===== config.mk =====
export PLATFORM = sky130hd
export DESIGN_NAME = pool_seq_ctrl
export DESIGN_NICKNAME = d
export VERILOG_FILES = /design/src/rtl/pool_seq_ctrl.sv
export SDC_FILE = /design/constraint.sdc
export NUM_CORES = 1
export LEC_CHECK = 0
export BUFFER_PORTS_ARGS = -buffer_cell sky130_fd_sc_hd__buf_2
export CAP_MARGIN = 25
export CORE_ASPECT_RATIO = 0.5
export CORE_MARGIN = 1
export CORE_UTILIZATION = 26
export CTS_BUF_LIST = sky130_fd_sc_hd__clkbuf_8
export DETAILED_ROUTE_END_ITERATION = 10
export GPL_TIMING_DRIVEN = 0
export PLACE_DENSITY = 0.53
export SLEW_MARGIN = 20
export SYNTH_ARGS = -nofsm -noshare
export SYNTH_HDL_FRONTEND = slang
export SYNTH_SLANG_ARGS = --single-unit

===== constraint.sdc =====
create_clock -name clk -period 2.7 [get_ports clk]
set_clock_uncertainty 0.05 [all_clocks]
set_input_delay 0.405 -clock clk [delete_from_list [all_inputs] [get_ports clk]]
set_output_delay 0.405 -clock clk [all_outputs]
set_load 0.01 [all_outputs]

===== src/rtl/pool_seq_ctrl.sv =====
// pool_seq_ctrl: frame sequencer for the 2x2 max-pool/ReLU stage.
// Clears the pool stage before each frame, gates the conv valid stream into it,
// tracks the input column/row, counts pooled outputs, pulses frame_done at frame
// completion and keeps sticky protocol error flags.
// Optional build macro POOL_PERF_CNT_EN adds the perf_cycles/perf_stall counters.
module pool_seq_ctrl #(
  parameter int IN_WIDTH      = 24,
  parameter int IN_HEIGHT     = 24,
  parameter int COL_BIT       = 5,
  parameter int ROW_BIT       = 5,
  parameter int OUT_CNT_BIT   = 8,
  parameter int DRAIN_TIMEOUT = 4
) (
  input  logic                   clk,
  input  logic                   rst_n,
  input  logic                   start,
  input  logic                   conv_valid,
  input  logic                   pool_valid_out,
  input  logic                   err_clr,
  output logic                   pool_rst_n,
  output logic                   pool_valid_in,
  output logic                   busy,
  output logic [COL_BIT-1:0]     col,
  output logic [ROW_BIT-1:0]     row,
  output logic [OUT_CNT_BIT-1:0] out_cnt,
  output logic                   frame_done,
  output logic [3:0]             err
`ifdef POOL_PERF_CNT_EN
  , output logic [15:0]          perf_cycles
  , output logic [15:0]          perf_stall
`endif
);

  localparam int OUT_TOTAL = (IN_WIDTH / 2) * (IN_HEIGHT / 2);
  localparam int TMR_BIT   = $clog2(DRAIN_TIMEOUT + 1);

  localparam logic [OUT_CNT_BIT-1:0] OUT_TOTAL_V = OUT_CNT_BIT'(OUT_TOTAL);
  localparam logic [COL_BIT-1:0]     COL_LAST    = COL_BIT'(IN_WIDTH - 1);
  localparam logic [ROW_BIT-1:0]     ROW_LAST    = ROW_BIT'(IN_HEIGHT - 1);
  localparam logic [TMR_BIT-1:0]     TMR_LAST    = TMR_BIT'(DRAIN_TIMEOUT);

  typedef enum logic [2:0] {IDLE, CLEAR, ACTIVE, DRAIN, DONE} state_t;

  state_t                 state;
  state_t                 state_nxt;
  logic [TMR_BIT-1:0]     drain_tmr;
  logic [OUT_CNT_BIT-1:0] out_cnt_nxt;
  logic                   accept;
  logic                   last_pix;
  logic                   cnt_full;
  logic                   drain_full;
  logic                   drain_expire;
  logic [3:0]             err_set;

  assign accept       = (state == ACTIVE) && conv_valid;
  assign last_pix     = accept && (col == COL_LAST) && (row == ROW_LAST);
  assign cnt_full     = (out_cnt == OUT_TOTAL_V);
  assign drain_full   = (out_cnt_nxt == OUT_TOTAL_V);
  assign drain_expire = ((drain_tmr + 1'b1) == TMR_LAST);

  // State register; synchronous reset drops any frame in progress.
  always_ff @(posedge clk) begin
    if (!rst_n) state <= IDLE;
    else        state <= state_nxt;
  end

  // Next-state: the drain exit looks at the post-increment count so a pool
  // output arriving in the first DRAIN cycle finishes the frame immediately.
  always_comb begin
    state_nxt = state;
    case (state)
      IDLE:    if (start) state_nxt = CLEAR;
      CLEAR:   state_nxt = ACTIVE;
      ACTIVE:  if (last_pix) state_nxt = DRAIN;
      DRAIN:   if (drain_full || drain_expire) state_nxt = DONE;
      DONE:    state_nxt = start ? CLEAR : IDLE;
      default: state_nxt = IDLE;
    endcase
  end

  // Output decode plus the per-cycle error set vector.
  always_comb begin
    busy          = (state == CLEAR) || (state == ACTIVE) || (state == DRAIN);
    pool_valid_in = accept;
    frame_done    = (state == DONE);
    err_set       = '0;
    err_set[0]    = conv_valid && (state != ACTIVE);
    err_set[1]    = start && busy;
    err_set[2]    = (state == DRAIN) && !drain_full && drain_expire;
    err_set[3]    = pool_valid_out &&
                    ((state == IDLE) || (state == CLEAR) || (state == DONE) || cnt_full);
  end

  // Pool clear is registered from the next state so it lines up with the state.
  always_ff @(posedge clk) begin
    if (!rst_n) pool_rst_n <= 1'b0;
    else        pool_rst_n <= (state_nxt == ACTIVE) || (state_nxt == DRAIN) || (state_nxt == DONE);
  end

  // Pooled-output count: cleared in CLEAR, saturating at the frame total.
  always_comb begin
    out_cnt_nxt = out_cnt;
    if (state == CLEAR)
      out_cnt_nxt = '0;
    else if (((state == ACTIVE) || (state == DRAIN)) && pool_valid_out && !cnt_full)
      out_cnt_nxt = out_cnt + 1'b1;
  end

  // Counter registers; col/row/out_cnt hold after the frame until the next CLEAR.
  always_ff @(posedge clk) begin
    if (!rst_n) begin
      col       <= '0;
      row       <= '0;
      out_cnt   <= '0;
      drain_tmr <= '0;
    end else begin
      out_cnt <= out_cnt_nxt;
      if (state == CLEAR) begin
        col       <= '0;
        row       <= '0;
        drain_tmr <= '0;
      end else begin
        if (accept) begin
          if (col == COL_LAST) begin
            col <= '0;
            row <= row + 1'b1;
          end else begin
            col <= col + 1'b1;
          end
        end
        if (state == DRAIN) drain_tmr <= drain_tmr + 1'b1;
      end
    end
  end

  // Sticky errors; a new set in the same cycle as err_clr wins for that bit.
  always_ff @(posedge clk) begin
    if (!rst_n) err <= '0;
    else        err <= (err & {4{~err_clr}}) | err_set;
  end

`ifdef POOL_PERF_CNT_EN
  // Frame cycle and stall counters, saturating, cleared in CLEAR.
  always_ff @(posedge clk) begin
    if (!rst_n) begin
      perf_cycles <= '0;
      perf_stall  <= '0;
    end else if (state == CLEAR) begin
      perf_cycles <= '0;
      perf_stall  <= '0;
    end else begin
      if (((state == ACTIVE) || (state == DRAIN)) && (perf_cycles != 16'hFFFF))
        perf_cycles <= perf_cycles + 1'b1;
      if ((state == ACTIVE) && !conv_valid && (perf_stall != 16'hFFFF))
        perf_stall <= perf_stall + 1'b1;
    end
  end
`endif

endmodule


==> run_summary.xml, run 1 <==
<?xml version="1.0" encoding="UTF-8"?>
<metrics>
  <group name="clock_tree">
    <metric name="numCtsBuffers" unit="">5</metric>
    <metric name="post-cts-setup-buffers" unit="">0</metric>
    <metric name="cts_resized" unit="">0</metric>
    <metric name="cts_buffer_depth" unit="">2</metric>
    <metric name="clk_latency" unit="ns">0.29</metric>
    <metric name="tritoncts" unit="">built</metric>
    <metric name="clkSlewWorstSetupHoldPaths" unit="ns">0.07</metric>
    <metric name="clock_sink_count" unit="">29</metric>
    <metric name="cts.hold.buffers_added" unit="">0</metric>
    <metric name="clockRootBuffer" unit="">sky130_fd_sc_hd__clkbuf_8</metric>
    <metric name="htree_levels" unit="">2</metric>
  </group>
  <group name="power_and_ir_drop">
    <metric name="switching_share" unit="%">30.5</metric>
    <metric name="sequentialPowerShare" unit="%">44.2</metric>
    <metric name="finalPower" unit="mW">1.09</metric>
    <metric name="internal_power" unit="mW">0.757</metric>
    <metric name="p_leak" unit="nW">0.804</metric>
    <metric name="share_clk_of_total_power" unit="%">33.3</metric>
    <metric name="p_per_area" unit="nW/um^2">598</metric>
    <metric name="worst_ir_drop_vdd" unit="uV">160</metric>
    <metric name="power_dissipated_by_switching_net_loads" unit="mW">0.332</metric>
    <metric name="combinational_group_share_of_total_power" unit="%">22.5</metric>
  </group>
  <group name="synthesis">
    <metric name="asyncSetResetFlopFracSynth" unit="%">0</metric>
    <metric name="synth_common_cells" unit="">sky130_fd_sc_hd__dfxtp_1, sky130_fd_sc_hd__nor2_1, sky130_fd_sc_hd__inv_1, sky130_fd_sc_hd__nand2_1</metric>
    <metric name="netlist.top_cell.by_area" unit="">sky130_fd_sc_hd__dfxtp_1</metric>
    <metric name="ys_seq_elements" unit="">29</metric>
    <metric name="cells_after_synth" unit="">167</metric>
    <metric name="post_synth_main_area_contributors" unit="">sky130_fd_sc_hd__dfxtp_1, sky130_fd_sc_hd__nor2_1, sky130_fd_sc_hd__ha_1</metric>
    <metric name="mapped_area" unit="sq um">1490</metric>
    <metric name="yosys.area.top_type_share" unit="%">39.0</metric>
    <metric name="synth.yosys.seq_area_share" unit="%">39.0</metric>
    <metric name="most_frequent_cell_after_synthesis" unit="">sky130_fd_sc_hd__dfxtp_1</metric>
    <metric name="ys.flop_type" unit="">sky130_fd_sc_hd__dfxtp_1</metric>
    <metric name="synth_enable_flop_cells" unit="">0</metric>
    <metric name="syn-num-nets" unit="">179</metric>
    <metric name="synth_area_per_cell" unit="sq um">8.92</metric>
    <metric name="yosysUniqueCellTypes" unit="">42</metric>
    <metric name="synthesis.yosys.warnings" unit="">0</metric>
  </group>
  <group name="placement">
    <metric name="portBuffers" unit="">31</metric>
    <metric name="dp.final_hpwl" unit="um">2370</metric>
    <metric name="gp_routability_congestion" unit="">0.758</metric>
  </group>
  <group name="hold_path">
    <metric name="hold_path.startpoint" unit="">pool_valid_out</metric>
    <metric name="worstHoldPathType" unit="">primary input to flop</metric>
  </group>
  <group name="drt">
    <metric name="detail_route.wl_per_cell" unit="um">11.7</metric>
    <metric name="met3RoutedLength" unit="um">145</metric>
    <metric name="drt_iter0_markers" unit="">57</metric>
    <metric name="finalWirelength" unit="um">3250</metric>
    <metric name="drt.antenna.violating_nets" unit="">0</metric>
    <metric name="drc" unit="">2</metric>
    <metric name="detailedRoute.firstPassIterationCount" unit="">9</metric>
    <metric name="wirelength_met1" unit="um">1600</metric>
    <metric name="met2RoutedLength" unit="um">1460</metric>
    <metric name="vias_per_cell" unit="">4.59</metric>
    <metric name="route.top_layer_used" unit="">met4</metric>
    <metric name="num_vias" unit="">1276</metric>
  </group>
  <group name="floorplanning">
    <metric name="ios" unit="">32</metric>
    <metric name="core.rowCount" unit="">19</metric>
    <metric name="die_width" unit="um">109</metric>
    <metric name="initial_utilization" unit="%">27.1</metric>
    <metric name="core_area" unit="sq um">5490</metric>
    <metric name="design.die.area" unit="sq um">6050</metric>
    <metric name="die_y" unit="um">55.5</metric>
  </group>
  <group name="job">
    <metric name="timing.max_cap.violations" unit="">0</metric>
  </group>
  <group name="status">
    <metric name="failed_checks" unit="">design-rule violations</metric>
    <metric name="outcome" unit="">finished with violations</metric>
  </group>
  <group name="worst_setup_path">
    <metric name="arrival" unit="ns">2.25</metric>
    <metric name="critical_path.top_delay_family" unit="">compound AO/OA/AOI/OAI gates</metric>
    <metric name="worst_setup_path_end_kind" unit="">flop</metric>
    <metric name="path_cells" unit="">buf_4 -&gt; inv_1 -&gt; ha_1 -&gt; nand4b_2 -&gt; o21ai_4 -&gt; mux2i_1 -&gt; a2111oi_4 -&gt; o31ai_1</metric>
    <metric name="cp_slowest_cell" unit="">sky130_fd_sc_hd__a2111oi_4</metric>
    <metric name="worst-endpoint-required" unit="ns">2.80</metric>
    <metric name="largest_stage_delay_worst_path" unit="ns">0.49</metric>
    <metric name="timing.critical_path.fanout_max" unit="">8</metric>
    <metric name="critical_path_buf_inv_count" unit="">2</metric>
    <metric name="crit_type" unit="">flop to flop</metric>
    <metric name="regToRegStartpoint" unit="">out_cnt[0]</metric>
    <metric name="critical_path_source_type" unit="">flop</metric>
    <metric name="startpoint" unit="">out_cnt[0]</metric>
  </group>
  <group name="global_routing">
    <metric name="grt_usage" unit="%">12.1</metric>
    <metric name="global_route_wire_length_before_repair" unit="um">5490</metric>
    <metric name="grt_antenna_before_repair" unit="">0</metric>
    <metric name="grt_pass1_vias" unit="">1187</metric>
    <metric name="grt_remaining_overflow" unit="">0</metric>
    <metric name="grt_start_max_net_pins" unit="">11</metric>
  </group>
  <group name="timing">
    <metric name="max_freq" unit="GHz">0.466</metric>
    <metric name="worstMarginPinSlew" unit="ns">0.540</metric>
    <metric name="setup-violations-final" unit="">0</metric>
    <metric name="totalNegativeSetupSlack" unit="ns">0</metric>
    <metric name="finalHoldWorstSlack" unit="ns">0.347</metric>
    <metric name="timing.slew.headroom" unit="%">63.9</metric>
    <metric name="final_period_minus_worst_setup_slack" unit="ns">2.14</metric>
    <metric name="report.final.slew_viol_count" unit="">0</metric>
    <metric name="final.period_utilization" unit="%">79.4</metric>
    <metric name="hold_viol_final" unit="">0</metric>
    <metric name="grt_setup_unrepaired" unit="">false</metric>
  </group>
  <group name="layout">
    <metric name="final_nets" unit="">217</metric>
    <metric name="antennaDiodeCount" unit="">0</metric>
    <metric name="layout-area-overhead-vs-synth" unit="%">22.4</metric>
    <metric name="fillCellCount" unit="">564</metric>
    <metric name="post-route-util" unit="%">33.2</metric>
    <metric name="post_route_cells_drive_above_1_share" unit="%">23.9</metric>
    <metric name="multiInputGateArea" unit="sq um">841</metric>
    <metric name="final-seq-area" unit="sq um">581</metric>
  </group>
</metrics>
-- power groups by stage --
stage	Combinational, mW	Sequential [mW]	Clock [mW]
finish	0.245	0.482	0.363
global route	0.279	0.486	0.393
CTS	0.248	0.482	0.373
detailed placement	0.246	0.492	0
global placement	0.244	0.487	0
floorplan	0.171	0.496	0
-- cell type report --
class                           instances  share of cell area (%)
Clock inverter                          1                   0.206
Inverter                                9                    1.85
Buffer                                  6                    1.85
Clock buffer                            6                    4.53
Timing Repair Buffer                   31                    8.52
Tap cell                               73                    5.01
Multi-Input combinational cell        123                    46.2
Sequential cell                        29                    31.9
-- cell families (layout without fill, tap and decap cells) --
family | count (synthesis) | count (layout) | synth area share, %
flops | 29 | 29 | 39.0
mux | 6 | 6 | 4.03
compound gates | 26 | 26 | 13.6
fa+ha+maj | 6 | 6 | 5.04
buf+inv | 15 | 53 | 4.54
simple gates | 72 | 72 | 26.1
xor+xnor | 13 | 13 | 7.65
-- sequential cells by signal, indices dropped and copies added, names as in the netlist --
| signal | cells |
|---|---|
| err | 4 |
| pool_rst_n | 1 |
| col | 5 |
| row | 5 |
| drain_tmr | 3 |
| state | 3 |
| out_cnt | 8 |
-- path summary, 6_finish.rpt --
path | end | slack (ns) | cells after the start
worst max register to register | state[1] | 0.56 | 8
worst max-delay path | state[1] | 0.56 | 8
worst min register to register | err[0] | 0.43 | 2
worst min-delay path | err[3] | 0.35 | 3
-- per-stage QoR --
stage,setup WS (ns),cells,area (sq um)
after floorplan,0.774,167,1490
after global placement,0.619,271,1740
final,0.556,278,1820
after global routing,0.407,278,1820
after detailed placement,0.571,271,1740
after CTS,0.555,278,1820
-- worst register-to-register path, stage by stage, from the launching register on --
cell                        delay (ns)
sky130_fd_sc_hd__dfxtp_1          0.33
sky130_fd_sc_hd__buf_4            0.16
sky130_fd_sc_hd__inv_1            0.11
sky130_fd_sc_hd__ha_1             0.17
sky130_fd_sc_hd__nand4b_2         0.19
sky130_fd_sc_hd__o21ai_4          0.23
sky130_fd_sc_hd__mux2i_1          0.15
sky130_fd_sc_hd__a2111oi_4        0.49
sky130_fd_sc_hd__o31ai_1          0.15
-- per-layer routing --
metal | vias up | track usage, %
met5 | - | 0
met4 | 0 | 5.79
met3 | 5 | 4.01
met2 | 24 | 17.9
met1 | 592 | 15.7
li1 | 655 | -
-- cells in the final DEF, fill, tap and decap left out, types with 6 or more instances in the layout --
master	synthesis	final
sky130_fd_sc_hd__mux2i_1	6	6
sky130_fd_sc_hd__xnor2_1	7	7
sky130_fd_sc_hd__nor2_1	27	27
sky130_fd_sc_hd__nand2_1	9	9
sky130_fd_sc_hd__clkbuf_8	0	6
sky130_fd_sc_hd__dfxtp_1	29	29
sky130_fd_sc_hd__ha_1	6	6
sky130_fd_sc_hd__buf_2	3	34
sky130_fd_sc_hd__nand3_1	6	6
sky130_fd_sc_hd__xor2_1	6	6
sky130_fd_sc_hd__a21oi_1	7	7
sky130_fd_sc_hd__inv_1	9	10
No activity file was read; power rests on OpenSTA's default activity.
==> run 2, diff against run 1 <==
--- a/config.mk
+++ b/config.mk
@@ -13,7 +13,7 @@
 export CTS_BUF_LIST = sky130_fd_sc_hd__clkbuf_8
 export DETAILED_ROUTE_END_ITERATION = 10
 export GPL_TIMING_DRIVEN = 0
-export PLACE_DENSITY = 0.53
+export PLACE_DENSITY = 0.55
 export SLEW_MARGIN = 20
 export SYNTH_ARGS = -nofsm -noshare
 export SYNTH_HDL_FRONTEND = slang
==> constraint.sdc (replaced) <==
create_clock -name clk -period 1.7 [get_ports clk]
set_clock_uncertainty 0.05 [all_clocks]
set_input_delay 0.255 -clock clk [delete_from_list [all_inputs] [get_ports clk]]
set_output_delay 0.255 -clock clk [all_outputs]
set_load 0.01 [all_outputs]
==> run 2 against run 1 <==
Effect of this change: the run ends with negative setup slack left; count of clock-buffer cells in the layout decreased by 1; maximum frequency rose by 18%; final cell count rose by 6.1%; power increased by 99%; non-clock buffer count is 16 higher; flip-flop and latch count is the same; critical path depth is 3 lower; core utilization rose by 4.6 points; combinational power increased by 120%; clock power grew 140%; via count up 7.0%; register-to-register slack worse by 0.67 ns; highest routed layer unchanged.
==> run_summary.xml, run 2 (same netlist as run 1, synthesis figures left out) <==
<?xml version="1.0" encoding="UTF-8"?>
<metrics>
  <group name="drt">
    <metric name="drt_iter0_markers" unit="">56</metric>
    <metric name="vias_per_cell" unit="">4.63</metric>
    <metric name="num_vias" unit="">1365</metric>
    <metric name="finalWirelength" unit="um">3540</metric>
    <metric name="drc" unit="">0</metric>
    <metric name="detailedRoute.firstPassIterationCount" unit="">4</metric>
    <metric name="drt.antenna.violating_nets" unit="">0</metric>
    <metric name="detail_route.wl_per_cell" unit="um">12.0</metric>
  </group>
  <group name="worst_setup_path">
    <metric name="critical_path.reg2reg.endpoint" unit="">state[2]</metric>
    <metric name="crit_type" unit="">flop to flop</metric>
    <metric name="rr_worst_depth" unit="">5</metric>
    <metric name="worst_setup_path_end_kind" unit="">flop</metric>
    <metric name="startpoint" unit="">out_cnt[2]</metric>
    <metric name="regToRegStartpoint" unit="">out_cnt[2]</metric>
    <metric name="r2r_setup_slack" unit="ns">-0.12</metric>
    <metric name="cp-endpoint" unit="">state[2]</metric>
    <metric name="worst-endpoint-required" unit="ns">1.83</metric>
    <metric name="critical_path_source_type" unit="">flop</metric>
    <metric name="arrival" unit="ns">1.95</metric>
    <metric name="timing.critical_path.fanout_max" unit="">6</metric>
  </group>
  <group name="status">
    <metric name="failed_checks" unit="">negative setup slack</metric>
    <metric name="outcome" unit="">finished with violations</metric>
  </group>
  <group name="floorplanning">
    <metric name="core.rowCount" unit="">19</metric>
    <metric name="core_area" unit="sq um">5490</metric>
    <metric name="design.die.area" unit="sq um">6050</metric>
    <metric name="ios" unit="">32</metric>
    <metric name="die_y" unit="um">55.5</metric>
    <metric name="initial_utilization" unit="%">27.1</metric>
    <metric name="die_width" unit="um">109</metric>
  </group>
  <group name="global_routing">
    <metric name="global_route_wire_length_before_repair" unit="um">5710</metric>
    <metric name="grt_pass1_vias" unit="">1204</metric>
    <metric name="grt_start_max_net_pins" unit="">11</metric>
    <metric name="grt_use_met1" unit="%">16.0</metric>
    <metric name="grt_antenna_before_repair" unit="">0</metric>
    <metric name="grt_remaining_overflow" unit="">0</metric>
    <metric name="grt.busiest_layer" unit="">met2</metric>
    <metric name="gr-usage-met2" unit="%">19.0</metric>
    <metric name="groute.layer.met3.usage" unit="%">4.96</metric>
    <metric name="grt_usage" unit="%">12.5</metric>
  </group>
  <group name="layout">
    <metric name="fillCellCount" unit="">570</metric>
    <metric name="post_route_cells_drive_above_1_share" unit="%">37.8</metric>
    <metric name="largest_register" unit="">out_cnt</metric>
    <metric name="antennaDiodeCount" unit="">0</metric>
    <metric name="layout-area-overhead-vs-synth" unit="%">39.5</metric>
    <metric name="largest_registers" unit="">out_cnt x8, col x5, row x5</metric>
    <metric name="largest_reg_flops" unit="">8</metric>
    <metric name="top_library_cells_by_usage_in_the_layout_fill_and_taps_aside" unit="">sky130_fd_sc_hd__buf_2, sky130_fd_sc_hd__nor2_1, sky130_fd_sc_hd__dfxtp_1</metric>
    <metric name="layout.cells.most_common" unit="">sky130_fd_sc_hd__buf_2</metric>
    <metric name="final_nets" unit="">233</metric>
    <metric name="post-route-util" unit="%">37.8</metric>
  </group>
  <group name="timing">
    <metric name="worstMarginPinSlew" unit="ns">0.525</metric>
    <metric name="grt_setup_unrepaired" unit="">true</metric>
    <metric name="max_freq" unit="GHz">0.551</metric>
    <metric name="report.final.slew_viol_count" unit="">0</metric>
    <metric name="hold_viol_final" unit="">0</metric>
    <metric name="finalHoldWorstSlack" unit="ns">0.186</metric>
    <metric name="timing.slew.headroom" unit="%">64.9</metric>
    <metric name="setup-violations-final" unit="">4</metric>
    <metric name="postLayoutSetupSlackWorst" unit="ns">-0.116</metric>
    <metric name="final.period_utilization" unit="%">107</metric>
    <metric name="final_period_minus_worst_setup_slack" unit="ns">1.82</metric>
    <metric name="totalNegativeSetupSlack" unit="ns">-0.373</metric>
  </group>
  <group name="job">
    <metric name="timing.max_cap.violations" unit="">0</metric>
  </group>
  <group name="placement">
    <metric name="gp_routability_congestion" unit="">0.781</metric>
    <metric name="dp.final_hpwl" unit="um">2400</metric>
    <metric name="pre_cts_ws" unit="ns">-0.251</metric>
    <metric name="portBuffers" unit="">31</metric>
  </group>
  <group name="power_and_ir_drop">
    <metric name="p_per_area" unit="nW/um^2">1050</metric>
    <metric name="p_leak" unit="nW">0.903</metric>
    <metric name="worst_ir_drop_vdd" unit="uV">360</metric>
  </group>
  <group name="clock_tree">
    <metric name="cts_buffer_depth" unit="">2</metric>
    <metric name="clockRootBuffer" unit="">sky130_fd_sc_hd__clkbuf_8</metric>
    <metric name="clkSlewWorstSetupHoldPaths" unit="ns">0.07</metric>
    <metric name="tritoncts" unit="">built</metric>
    <metric name="clk_latency" unit="ns">0.29</metric>
    <metric name="numCtsBuffers" unit="">5</metric>
    <metric name="htree_levels" unit="">2</metric>
    <metric name="clock_sink_count" unit="">29</metric>
    <metric name="cts.hold.buffers_added" unit="">0</metric>
  </group>
  <group name="hold_path">
    <metric name="worstHoldPathType" unit="">primary input to flop</metric>
  </group>
</metrics>
## run 2: cell type report
class,count,area [sq um],share of cell area (%)
Inverter,9,38.8,1.87
Clock inverter,3,65.1,3.13
Tap cell,73,91.3,4.40
Sequential cell,29,588,28.3
Clock buffer,5,68.8,3.31
Buffer,6,55.1,2.65
Multi-Input combinational cell,123,895,43.1
Timing Repair Buffer,47,275,13.3
## run 2: worst max-delay path: stages, from the launching register on
cell                        delay, ns
sky130_fd_sc_hd__dfxtp_1         0.36
sky130_fd_sc_hd__or3_4           0.46
sky130_fd_sc_hd__o211ai_4        0.24
sky130_fd_sc_hd__mux2i_2         0.31
sky130_fd_sc_hd__a2111oi_4       0.07
sky130_fd_sc_hd__o211a_1         0.22
## run 2: timing repair
action / CTS / global route
setup buffers: 11 / 5
resized for setup: 8 / 8
setup endpoints to repair: 18 / 18
pin swaps: 9 / 4
## run 2: power by group
group,total (mW),leakage [nW],internal [mW],switching [mW]
registers,0.768,0.238,0.733,0.0350
logic,0.527,0.597,0.258,0.269
clock network,0.877,0.0681,0.582,0.295
## run 2: routing by layer
layer  up-vias  part of all wire, %
met2        32                   47
met4         0                 0.76
met3         6                  4.0
met5         -                    0
met1       638                   48
li1        689                    -
## run 2: worst min-delay path by stage
| stage | startpoint | to | slack (ns) | depth (start not counted) |
|---|---|---|---|---|
| after floorplan | start | err[1] | 0.37 | 2 |
| after global placement | err[0] | err[0] | 0.43 | 2 |
| after detailed placement | err[2] | err[2] | 0.42 | 2 |
| after CTS | start | err[1] | 0.17 | 3 |
| after global routing | start | err[1] | 0.20 | 3 |
| final | start | err[1] | 0.19 | 3 |
## run 2: metrics by stage
stage                     cell area (sq um)  instances  total power, mW
final                                  2080        295             2.17
after global routing                   2080        295             2.29
after CTS                              2020        290             2.16
after detailed placement               1780        271             1.21
after global placement                 1780        271             1.21
after floorplan                        1540        167             1.10
==> run 3, diff against run 2 <==
--- a/config.mk
+++ b/config.mk
@@ -12,7 +12,6 @@
 export CORE_UTILIZATION = 26
 export CTS_BUF_LIST = sky130_fd_sc_hd__clkbuf_8
 export DETAILED_ROUTE_END_ITERATION = 10
-export GPL_TIMING_DRIVEN = 0
 export PLACE_DENSITY = 0.55
 export SLEW_MARGIN = 20
 export SYNTH_ARGS = -nofsm -noshare
==> constraint.sdc (replaced) <==
create_clock -name clk -period 1.7 [get_ports clk]
set_clock_uncertainty 0.05 [all_clocks]
set_input_delay 0.255 -clock clk [delete_from_list [all_inputs] [get_ports clk]]
set_output_delay 0.255 -clock clk [all_outputs]
set_load 0.1 [all_outputs]
==> run 3 against run 2 <==
Effect of this change: the run still ends with negative setup slack left; global-route usage increased by 0.89 points; clock power shrank 34%; die area did not move; final cell count rose by 5.4%; count of clock-buffer cells in the layout up 1; critical endpoint unchanged.
==> run_summary.xml, run 3 (same netlist as run 1, synthesis figures left out) <==
<?xml version="1.0" encoding="UTF-8"?>
<metrics>
  <group name="status">
    <metric name="outcome" unit="">finished with violations</metric>
    <metric name="failed_checks" unit="">negative setup slack</metric>
  </group>
  <group name="worst_setup_path">
    <metric name="rr_worst_depth" unit="">6</metric>
    <metric name="critical_path.reg2reg.endpoint" unit="">state[2]</metric>
    <metric name="r2r_setup_slack" unit="ns">-0.05</metric>
    <metric name="timing.critical_path.fanout_max" unit="">6</metric>
    <metric name="crit_type" unit="">flop to flop</metric>
    <metric name="critical_path_source_type" unit="">flop</metric>
    <metric name="startpoint" unit="">out_cnt[1]</metric>
    <metric name="worst-endpoint-required" unit="ns">1.87</metric>
    <metric name="worst_setup_path_end_kind" unit="">flop</metric>
    <metric name="arrival" unit="ns">1.92</metric>
    <metric name="regToRegStartpoint" unit="">out_cnt[1]</metric>
    <metric name="cp-endpoint" unit="">state[2]</metric>
  </group>
  <group name="floorplanning">
    <metric name="core.rowCount" unit="">19</metric>
    <metric name="die_y" unit="um">55.5</metric>
    <metric name="core_area" unit="sq um">5490</metric>
    <metric name="ios" unit="">32</metric>
    <metric name="die_width" unit="um">109</metric>
    <metric name="design.die.area" unit="sq um">6050</metric>
    <metric name="initial_utilization" unit="%">27.1</metric>
  </group>
  <group name="drt">
    <metric name="detailedRoute.firstPassIterationCount" unit="">4</metric>
    <metric name="drt_iter0_markers" unit="">50</metric>
    <metric name="drc" unit="">0</metric>
    <metric name="detail_route.wl_per_cell" unit="um">12.6</metric>
    <metric name="drt.antenna.violating_nets" unit="">0</metric>
    <metric name="vias_per_cell" unit="">4.50</metric>
    <metric name="num_vias" unit="">1401</metric>
    <metric name="finalWirelength" unit="um">3930</metric>
  </group>
  <group name="global_routing">
    <metric name="grt_antenna_before_repair" unit="">0</metric>
    <metric name="global_route_wire_length_before_repair" unit="um">6230</metric>
    <metric name="grt_pass1_vias" unit="">1339</metric>
    <metric name="grt_remaining_overflow" unit="">0</metric>
    <metric name="grt_start_max_net_pins" unit="">16</metric>
    <metric name="grt_usage" unit="%">13.4</metric>
  </group>
  <group name="power_and_ir_drop">
    <metric name="share_clk_of_total_power" unit="%">25.2</metric>
    <metric name="combinational_group_share_of_total_power" unit="%">39.8</metric>
    <metric name="power_dissipated_by_switching_net_loads" unit="mW">0.899</metric>
    <metric name="internal_power" unit="mW">1.38</metric>
    <metric name="p_per_area" unit="nW/um^2">994</metric>
    <metric name="p_leak" unit="nW">0.998</metric>
    <metric name="switching_share" unit="%">39.4</metric>
    <metric name="worst_ir_drop_vdd" unit="uV">317</metric>
    <metric name="sequentialPowerShare" unit="%">35.0</metric>
  </group>
  <group name="timing">
    <metric name="max_freq" unit="GHz">0.571</metric>
    <metric name="final_period_minus_worst_setup_slack" unit="ns">1.75</metric>
    <metric name="worstMarginPinSlew" unit="ns">0.489</metric>
    <metric name="totalNegativeSetupSlack" unit="ns">-0.122</metric>
    <metric name="grt_setup_unrepaired" unit="">true</metric>
    <metric name="hold_viol_final" unit="">0</metric>
    <metric name="report.final.slew_viol_count" unit="">0</metric>
    <metric name="timing.slew.headroom" unit="%">67.6</metric>
    <metric name="postLayoutSetupSlackWorst" unit="ns">-0.0511</metric>
    <metric name="final.period_utilization" unit="%">103</metric>
    <metric name="setup-violations-final" unit="">4</metric>
  </group>
  <group name="layout">
    <metric name="largest_reg_flops" unit="">8</metric>
    <metric name="layout-area-overhead-vs-synth" unit="%">54.2</metric>
    <metric name="largest_registers" unit="">out_cnt x8, col x5, row x5</metric>
    <metric name="antennaDiodeCount" unit="">0</metric>
    <metric name="final-seq-area" unit="sq um">618</metric>
    <metric name="top_library_cells_by_usage_in_the_layout_fill_and_taps_aside" unit="">sky130_fd_sc_hd__buf_4, sky130_fd_sc_hd__buf_2, sky130_fd_sc_hd__nor2_1</metric>
    <metric name="layout.cells.most_common" unit="">sky130_fd_sc_hd__buf_4</metric>
    <metric name="final_nets" unit="">249</metric>
    <metric name="fillCellCount" unit="">541</metric>
    <metric name="stdcell_count" unit="">311</metric>
    <metric name="largest_register" unit="">out_cnt</metric>
    <metric name="post_route_cells_drive_above_1_share" unit="%">48.7</metric>
    <metric name="multiInputGateArea" unit="sq um">963</metric>
  </group>
  <group name="clock_tree">
    <metric name="tritoncts" unit="">built</metric>
    <metric name="clock_sink_count" unit="">29</metric>
    <metric name="clkSlewWorstSetupHoldPaths" unit="ns">0.06</metric>
    <metric name="htree_levels" unit="">2</metric>
    <metric name="clk_latency" unit="ns">0.28</metric>
    <metric name="clockRootBuffer" unit="">sky130_fd_sc_hd__clkbuf_8</metric>
    <metric name="cts_buffer_depth" unit="">2</metric>
    <metric name="numCtsBuffers" unit="">5</metric>
    <metric name="cts.hold.buffers_added" unit="">0</metric>
  </group>
  <group name="hold_path">
    <metric name="worstHoldPathType" unit="">primary input to flop</metric>
  </group>
  <group name="placement">
    <metric name="portBuffers" unit="">31</metric>
    <metric name="dp.final_hpwl" unit="um">2730</metric>
    <metric name="placedCellCount" unit="">287</metric>
    <metric name="gp_routability_congestion" unit="">0.817</metric>
  </group>
  <group name="job">
    <metric name="timing.max_cap.violations" unit="">0</metric>
  </group>
</metrics>
[run 3: cell count changes in the layout (fill, tap and decap cells not counted), sizes merged]
| cell | before | now |
|---|---|---|
| clkinv | 1 | 0 |
| buf | 53 | 69 |
| inv | 9 | 11 |
| bufinv | 2 | 0 |
| clkbuf | 5 | 6 |
[run 3: how the worst min path moves through the flow]
| stage | from | endpoint | slack [ns] | cells past startpoint |
|---|---|---|---|---|
| final | start | err[1] | 0.20 | 3 |
| after global routing | start | err[1] | 0.24 | 3 |
| after CTS | start | err[1] | 0.20 | 3 |
| after detailed placement | err[2] | err[2] | 0.43 | 2 |
| after global placement | err[2] | err[2] | 0.42 | 2 |
| after floorplan | start | err[1] | 0.37 | 2 |
[run 3: power by group through the flow]
stage	combinational (mW)	sequential [mW]	clock, mW
final	0.909	0.798	0.575
after global routing	0.962	0.805	0.626
after CTS	0.855	0.796	0.598
after detailed placement	0.806	0.809	0
after global placement	0.803	0.805	0
after floorplan	0.433	1.00	0
[run 3: layer usage]
metal  vias up  wire length, um  track usage [%]
met1       659             1850             17.1
met2        21             1900             22.4
met5         -                0                0
met3         4              152             2.95
li1        717                -                -
met4         0               22             4.05
[run 3: cell type report]
| class | instances | area share (%) |
|---|---|---|
| Clock buffer | 6 | 3.60 |
| Clock inverter | 2 | 0.327 |
| Inverter | 9 | 1.58 |
| Multi-Input combinational cell | 123 | 42.0 |
| Sequential cell | 29 | 26.9 |
| Tap cell | 73 | 3.98 |
| Timing Repair Buffer | 69 | 21.6 |
[run 3: what timing repair did]
item | in CTS | in global routing
endpoints found under the hold margin | 0 | 0
gates resized for setup | 14 | 6
pin swaps | 7 | 4
endpoints found under the setup margin | 7 | 16
buffers inserted | 8 | 8
[run 3: metrics by stage]
step / hold slack, ns / area (sq um) / utilization [%] / worst slack [ns] / power (mW)
2_1_floorplan: 0.366 / 1590 / - / -0.211 / 1.44
3_3_place_gp: 0.424 / 1980 / 36.1 / -0.0498 / 1.61
3_5_place_dp: 0.425 / 1980 / 36.1 / -0.0744 / 1.61
4_1_cts: 0.203 / 2210 / 40.3 / -0.0522 / 2.25
5_1_grt: 0.242 / 2300 / 41.8 / -0.117 / 2.39
6_report: 0.202 / 2300 / 41.8 / -0.0511 / 2.28
[run 3: worst max-delay path, cell delays in order (launching register included)]
cell and delay (ns):
sky130_fd_sc_hd__dfxtp_4 0.39, sky130_fd_sc_hd__buf_6 0.11, sky130_fd_sc_hd__and3_4 0.19, sky130_fd_sc_hd__and4_4 0.27, sky130_fd_sc_hd__xnor2_4 0.08, sky130_fd_sc_hd__a2111oi_4 0.42, sky130_fd_sc_hd__o211a_1 0.18
